--- src/rtl/pc_sequencer.sv ---
// Fetch/issue sequencer: owns the PC, fetches over a read/waitrequest port,
// presents instructions to execute, and applies MIPS branch-delay-slot ordering.
// Optional macro PC_SEQ_ALIGN_CHECK_EN adds a sticky misaligned-target fault.
module pc_sequencer #(
    parameter logic [31:0] RESET_VECTOR = 32'hBFC0_0000,
    parameter logic [31:0] HALT_ADDR    = 32'h0000_0000
) (
    input  logic        clk,
    input  logic        rst_n,
    output logic        instr_read,
    output logic [31:0] instr_address,
    input  logic        instr_waitrequest,
    input  logic [31:0] instr_readdata,
    output logic        instr_valid,
    output logic [31:0] instr,
    output logic [31:0] pc,
    input  logic        exec_ready,
    input  logic        redirect,
    input  logic [31:0] pcnext,
    output logic        in_delay_slot,
    output logic        active
`ifdef PC_SEQ_ALIGN_CHECK_EN
    ,
    output logic        fault
`endif
);

    typedef enum logic [1:0] {
        S_IDLE,
        S_FETCH,
        S_ISSUE,
        S_HALTED
    } state_t;

    state_t      state_q, state_d;
    logic [31:0] pc_q, pc_d;
    logic [31:0] instr_q, instr_d;
    logic [31:0] target_q, target_d;
    logic        ds_q, ds_d;
    logic        read_q, read_d;
    logic        valid_q, valid_d;
    logic        active_q, active_d;
`ifdef PC_SEQ_ALIGN_CHECK_EN
    logic        fault_q, fault_d;
`endif

    logic [31:0] pc_inc;
    logic [31:0] target_in;

    assign pc_inc = pc_q + 32'd4;

`ifdef PC_SEQ_ALIGN_CHECK_EN
    // Keep the raw target so the delay-slot acceptance can flag misalignment.
    assign target_in = pcnext;
`else
    assign target_in = pcnext & ~32'h3;
`endif

    always_comb begin
        state_d  = state_q;
        pc_d     = pc_q;
        instr_d  = instr_q;
        target_d = target_q;
        ds_d     = ds_q;
`ifdef PC_SEQ_ALIGN_CHECK_EN
        fault_d  = fault_q;
`endif
        case (state_q)
            S_IDLE: state_d = S_FETCH;
            S_FETCH: begin
                if (!instr_waitrequest) begin
                    instr_d = instr_readdata;
                    state_d = S_ISSUE;
                end
            end
            S_ISSUE: begin
                if (exec_ready) begin
                    // A redirect on a delay-slot instruction is dropped: the
                    // older pending target always wins.
                    if (ds_q && target_q == HALT_ADDR) begin
                        state_d = S_HALTED;
`ifdef PC_SEQ_ALIGN_CHECK_EN
                    end else if (ds_q && target_q[1:0] != 2'b00) begin
                        fault_d = 1'b1;
                        state_d = S_HALTED;
`endif
                    end else if (ds_q) begin
                        pc_d    = target_q;
                        ds_d    = 1'b0;
                        state_d = S_FETCH;
                    end else if (redirect) begin
                        target_d = target_in;
                        pc_d     = pc_inc;
                        ds_d     = 1'b1;
                        state_d  = S_FETCH;
                    end else begin
                        pc_d    = pc_inc;
                        state_d = S_FETCH;
                    end
                end
            end
            S_HALTED: state_d = S_HALTED;
            default:  state_d = S_IDLE;
        endcase
        read_d   = (state_d == S_FETCH);
        valid_d  = (state_d == S_ISSUE);
        active_d = (state_d == S_FETCH) || (state_d == S_ISSUE);
    end

    always_ff @(posedge clk or negedge rst_n) begin
        if (!rst_n) begin
            state_q  <= S_IDLE;
            pc_q     <= RESET_VECTOR;
            instr_q  <= 32'd0;
            target_q <= 32'd0;
            ds_q     <= 1'b0;
            read_q   <= 1'b0;
            valid_q  <= 1'b0;
            active_q <= 1'b0;
`ifdef PC_SEQ_ALIGN_CHECK_EN
            fault_q  <= 1'b0;
`endif
        end else begin
            state_q  <= state_d;
            pc_q     <= pc_d;
            instr_q  <= instr_d;
            target_q <= target_d;
            ds_q     <= ds_d;
            read_q   <= read_d;
            valid_q  <= valid_d;
            active_q <= active_d;
`ifdef PC_SEQ_ALIGN_CHECK_EN
            fault_q  <= fault_d;
`endif
        end
    end

    assign instr_read    = read_q;
    assign instr_address = pc_q;
    assign instr_valid   = valid_q;
    assign instr         = instr_q;
    assign pc            = pc_q;
    assign in_delay_slot = ds_q;
    assign active        = active_q;
`ifdef PC_SEQ_ALIGN_CHECK_EN
    assign fault         = fault_q;
`endif

endmodule

--- config.mk ---
export PLATFORM = sky130hd
export DESIGN_NAME = pc_sequencer
export DESIGN_NICKNAME = d
export VERILOG_FILES = /design/src/rtl/pc_sequencer.sv
export SDC_FILE = /design/constraint.sdc
export NUM_CORES = 1
export LEC_CHECK = 0
export BUFFER_PORTS_ARGS = -buffer_cell sky130_fd_sc_hd__buf_2
export CAP_MARGIN = 20
export CORE_UTILIZATION = 45
export CTS_BUF_LIST = sky130_fd_sc_hd__clkbuf_4
export DETAILED_ROUTE_END_ITERATION = 12
export MAX_ROUTING_LAYER = met4
export PLACE_DENSITY = 0.73
export SYNTH_ARGS = -nofsm -noshare
export SYNTH_HDL_FRONTEND = slang
export SYNTH_SLANG_ARGS = --single-unit
--- constraint.sdc ---
create_clock -name clk -period 2.9 [get_ports clk]
set_clock_uncertainty 0.2 [all_clocks]
set_input_delay 0.87 -clock clk [delete_from_list [all_inputs] [get_ports clk]]
set_output_delay 0.87 -clock clk [all_outputs]
set_load 0.02 [all_outputs]
==> results_dict.tcl, run 1 <==
set metrics [dict create \
    switching_share_pct 29.0 \
    place_inst 687 \
    drive_gt1_share_pct 51.5 \
    hpwl_mm 8.89 \
    vias 3956 \
    synth_xor_area_share_pct 0 \
    critical-path-top-delay-family "compound AO/OA/AOI/OAI gates" \
    post-route-util_pct 54.2 \
    cts_inserted_buffers 9 \
    fmax_mhz 382 \
    ctsResizeCount 0 \
    async_flop_share_pct 100 \
    finalNetCount 630 \
    gp_congestion 0.843 \
    cts_buffer_depth 2 \
    setup_viol 0 \
    rsz0062_at_grt "no" \
    endpoint "active" \
    portBuffers 162 \
    path_cells "nor4_4 -> nand4_4 -> o21ai_4 -> o21ai_0 -> inv_1 -> ha_1 -> inv_1" \
    fin_cells 704 \
    die-area_um2 11600 \
    routedWlPerCell_um 17.0 \
    r2r-start "target_q[12]" \
    insertion_delay_ps 460 \
    ys_ff_latch 98 \
    io_pins 169 \
    status "complete, no violations" \
    p_switching_w 0.000727 \
    antenna_found_initial 0 \
    synth_ff_type "dfrtp_1" \
    synth-simple-area-share_pct 13.2 \
    yosysUniqueCellTypes 51 \
    track_usage_pct 22.6 \
    seqPwrFrac_pct 59.5 \
    dr.pass1.iters 8 \
    drc 0 \
    pwr-share-comb_pct 13.9 \
    wl_mm 12.0 \
    num_rows 38 \
    leakage_nw 3.01 \
    synth_top_family_by_area "multiplexers" \
    cp.depth 7 \
    viasPerCell 5.62 \
    crit_top_cell "inv_1" \
    critPathMaxStageDelay_ps 640 \
    synth_compound_area_share_pct 14.1 \
    finalHoldViolCount 0 \
    total_power_w 0.00251 \
    synth_edf_count 0 \
    n_fill_cell 956 \
    synth_adder_area_share_pct 0.748 \
    maxCapViolations 0 \
    intPower_w 0.00178 \
    die_y_um 108 \
    clockRootBuffer "clkbuf_4" \
    rrSetupSlack_ps 280 \
    path_class "register to register" \
    setup-tns-final_ps 0 \
    pwr-share-clk_pct 26.5 \
    finalCritPeriodShare_pct 90.3 \
    worstMarginPinSlew_ps 706 \
    worstPathArrival_ps 2830 \
    grt_pass1_vias 3772 \
    cts_tree "done" \
    setup.worst_path.start_class "register" \
    cts_hold_buffers 0 \
    synthToLayoutAreaGrowth_pct 17.1 \
    core_um2 10800 \
    synth-seq-area-share_pct 49.1 \
    max_slew_margin_pct 52.8 \
    crit_fanout 26 \
    grt_pass1_wl_mm 19.6 \
    syn_area_per_cell_um2 11.7 \
    crit_start "target_q[12]" \
    power.density_nw_per_um2 426 \
    drt-initial-drc-count 179 \
    grt-ovfl-total 0 \
    fin_crit_ps 2620 \
    initial_utilization_pct 46.3 \
    crit_required_ps 3110 \
    ys_warn_count 0 \
    hold_ws_ps 146 \
    clk_pin_slew_ps 140 \
    syn_area_um2 5020 \
    grt_max_degree 41 \
    htreeDepth 3 \
    path_buf_inv 2 \
    endpoint_kind "register" \
    r2r-end "active" \
    hold_path.class "input pin to asynchronous set/reset pin" \
    cp_slowest_cell "o21ai_4" \
    reg2reg_depth 7 \
    die_width_um 108 \
    final_antenna_net_count 0 \
    netlist_instances 429 \
    drv_slew 0 \
    cts_num_sinks 98 \
    peakVddDrop_mv 0.311 \
    post_cts_buffers 0 \
    yosys-mux-area-fraction_pct 14.1 \
]
kinds of logic after synthesis:
| kind of cell | Yosys count |
|---|---|
| flops | 98 |
| other cells | 1 |
| fa+ha+maj | 3 |
| mux | 63 |
| buf+inv | 69 |
| compound gates | 107 |
| simple gates | 88 |
layout by cell type, fill, tap and decap left out, types with 6 or more instances in the layout:
cell type	count
dfstp_2	9
nor3_1	10
nor2_1	12
nor4_4	6
nand3_1	10
buf_2	161
o22ai_1	23
nand4_1	10
o21ai_1	10
o21ai_0	13
mux2_2	62
inv_1	8
a21oi_1	22
nand2_1	13
and3_1	6
clkbuf_4	9
o2111ai_1	8
buf_4	11
dfrtp_1	89
sequential cells by signal, summed over array words and instances, names as in the netlist:
signal / count
active: 1
in_delay_slot: 1
instr: 32
instr_address: 30
instr_read: 1
instr_valid: 1
state_q: 2
target_q: 30
metal layers:
metal | GRT usage [%] | part of all wire [%]
met2 | 34.4 | 48
met4 | 7.05 | 0.78
met3 | 4.90 | 7.0
met1 | 30.3 | 44
met5 | - | 0
power groups by stage:
stage          registers, W  clock network [W]  logic (W)
4_1_cts             0.00149           0.000689   0.000356
3_3_place_gp        0.00151                  0   0.000348
3_5_place_dp        0.00151                  0   0.000357
2_1_floorplan       0.00162                  0  0.0000788
6_report            0.00149           0.000664   0.000349
5_1_grt             0.00150           0.000734   0.000377
Yosys cell counts (all sizes together), types with 2 or more instances:
library cell	instances	share of area, %
a21o	4	0.60
a21oi	24	2.5
a22o	2	0.35
a22oi	2	0.30
a31o	7	1.2
a31oi	3	0.37
and3	6	0.75
buf	55	7.6
clkbuf	5	0.40
dfrtp	89	44
dfstp	9	4.7
ha	3	0.75
inv	8	0.60
mux2	62	14
nand2	13	0.97
nand3	12	1.5
nand4	15	2.8
nor2	12	0.90
nor2b	3	0.37
nor3	10	1.0
nor4	12	3.8
o2111ai	8	1.4
o21a	2	0.30
o21ai	25	2.9
o21bai	3	0.45
o22ai	23	2.9
stage by stage:
step	cell area (um^2)	setup slack (ps)
after global placement	5750	280
after CTS	5870	291
after floorplan	5030	639
after detailed placement	5750	268
after global routing	5870	122
final	5880	281
cell type report:
type / instances / area (um^2) / share of cell area (%)
inverters: 9 / 33.8 / 0.575
multi-input cells: 265 / 2130 / 36.3
flip-flops and latches: 98 / 2460 / 41.9
clock inverters: 7 / 52.6 / 0.894
repair buffers: 175 / 948 / 16.1
clock buffers: 9 / 67.6 / 1.15
diodes: 1 / 2.50 / 0.0426
well taps: 140 / 175 / 2.98
worst min-delay path by stage:
| stage | slack (ps) | to |
|---|---|---|
| 6_report | 150 | instr[24] |
| 4_1_cts | 140 | instr_read |
| 3_3_place_gp | 280 | instr[2] |
| 2_1_floorplan | 280 | instr_address[20] |
| 3_5_place_dp | 290 | instr[27] |
| 5_1_grt | 150 | instr_read |
No activity file was read; power rests on OpenSTA's default activity.
==> run 2: changes to the inputs <==
--- a/config.mk
+++ b/config.mk
@@ -8,7 +8,6 @@
 export BUFFER_PORTS_ARGS = -buffer_cell sky130_fd_sc_hd__buf_2
 export CAP_MARGIN = 20
 export CORE_UTILIZATION = 45
-export CTS_BUF_LIST = sky130_fd_sc_hd__clkbuf_4
 export DETAILED_ROUTE_END_ITERATION = 12
 export MAX_ROUTING_LAYER = met4
 export PLACE_DENSITY = 0.73
==> run 2 against run 1 <==
Against the previous run: cell count unchanged; register-to-register slack about the same; critical path type unchanged; fmax increased by 0.56%; sequential share of layout area decreased by 0.40 points; clock power increased by 23%; via count increased by 0.23%; flip-flop and latch count unchanged; final area increased by 0.96%.
==> results_dict.tcl, run 2 (synthesis gave the netlist of run 1 again) <==
set metrics [dict create \
    status "complete, no violations" \
    critPathMaxStageDelay_ps 640 \
    cts_inserted_buffers 9 \
    drt-initial-drc-count 161 \
    io_pins 169 \
    largest_reg_flops 32 \
    fin_crit_ps 2600 \
    clk_pin_slew_ps 90 \
    cp_slowest_cell "o21ai_4" \
    grt_max_degree 41 \
    maxCapViolations 0 \
    die_width_um 108 \
    grt-ovfl-total 0 \
    max_slew_margin_pct 52.5 \
    antenna_found_initial 0 \
    leakage_nw 3.03 \
    gp_congestion 0.843 \
    wl_mm 12.1 \
    hold_path.class "input pin to asynchronous set/reset pin" \
    drive_gt1_share_pct 51.5 \
    insertion_delay_ps 370 \
    final_common_cell "buf_2" \
    post_cts_buffers 0 \
    post-route-util_pct 54.7 \
    drc 0 \
    fmax_mhz 384 \
    initial_utilization_pct 46.3 \
    crit_top_cell "inv_1" \
    final_cell_mix "buf_2 (161), dfrtp_1 (89), mux2_2 (62)" \
    n_fill_cell 954 \
    setup-tns-final_ps 0 \
    grt_pass1_vias 3776 \
    cts_tree "done" \
    finalNetCount 630 \
    crit_fanout 26 \
    finalCritPeriodShare_pct 89.8 \
    die_y_um 108 \
    die-area_um2 11600 \
    setup_viol 0 \
    path_cells "nor4_4 -> nand4_4 -> o21ai_4 -> o21ai_0 -> inv_1 -> ha_1 -> inv_1" \
    rsz0062_at_grt "no" \
    path_class "register to register" \
    cts_buffer_depth 2 \
    clockRootBuffer "clkbuf_8" \
    ctsResizeCount 0 \
    portBuffers 162 \
    synthToLayoutAreaGrowth_pct 18.2 \
    worstPathArrival_ps 2710 \
    routedWlPerCell_um 17.2 \
    worstMarginPinSlew_ps 710 \
    peakVddDrop_mv 0.333 \
    grt_pass1_wl_mm 19.6 \
    cts_hold_buffers 0 \
    setup.worst_path.start_class "register" \
    final_antenna_net_count 0 \
    core_um2 10800 \
    endpoint_kind "register" \
    num_rows 38 \
    drv_slew 0 \
    cts_num_sinks 98 \
    hpwl_mm 8.89 \
    crit_required_ps 3010 \
    htreeDepth 3 \
    track_usage_pct 22.6 \
    dr.pass1.iters 4 \
    power.density_nw_per_um2 449 \
    finalHoldViolCount 0 \
    vias 3965 \
    viasPerCell 5.63 \
]
## run 2: final cells by class
class                           count  area (um^2)  share of cell area [%]
Multi-Input combinational cell    265         2130                    35.9
Timing Repair Buffer              175          948                    16.0
Clock buffer                        9          124                    2.09
Sequential cell                    98         2460                    41.5
Inverter                            9         33.8                   0.570
Tap cell                          140          175                    2.95
Antenna cell                        1         2.50                  0.0422
Clock inverter                      7         52.6                   0.886
## run 2: critical path, delay by kind of cell, from the launching register on
kind / cells / cell delay (ps)
and+or+nand+nor: 2 / 560
buffers and inverters: 2 / 180
AOI/OAI and AO/OA: 2 / 930
DFF: 1 / 460
adders and majority gates: 1 / 230
## run 2: worst paths after layout
| path | startpoint | endpoint | slack (ps) | cells past startpoint |
|---|---|---|---|---|
| setup / recovery | target_q[12] | active | 300 | 7 |
| hold / removal | rst_n | instr[24] | 250 | 1 |
| setup reg to reg | target_q[12] | active | 300 | 7 |
| hold reg to reg | instr[1] | instr[1] | 310 | 1 |
| max in group asynchronous | rst_n | instr[0] | 1560 | 2 |
| min in group clk | instr[1] | instr[1] | 310 | 1 |
## run 2: power by group
| part | total [W] | internal (W) | switching, W |
|---|---|---|---|
| clock network | 0.000820 | 0.000318 | 0.000502 |
| logic | 0.000349 | 0.000148 | 0.000201 |
| registers | 0.00149 | 0.00145 | 0.0000438 |
| total | 0.00266 | 0.00191 | 0.000747 |
## run 2: stage by stage
step | setup slack (ps) | power, W | instance area (um^2) | instances | hold slack (ps)
2_1_floorplan | 639 | 0.00169 | 5030 | 432 | 279
3_3_place_gp | 280 | 0.00186 | 5750 | 687 | 285
3_5_place_dp | 268 | 0.00187 | 5750 | 687 | 290
4_1_cts | 301 | 0.00269 | 5930 | 703 | 259
5_1_grt | 141 | 0.00276 | 5930 | 703 | 279
6_report | 296 | 0.00266 | 5930 | 704 | 252
## run 2: per-layer routing
| metal | global-route usage [%] | share of wire (%) | up-vias |
|---|---|---|---|
| met5 | - | 0 | - |
| met4 | 6.65 | 1.1 | 0 |
| met2 | 34.6 | 48 | 170 |
| li1 | - | - | 1823 |
| met1 | 30.1 | 44 | 1960 |
| met3 | 5.15 | 6.8 | 12 |
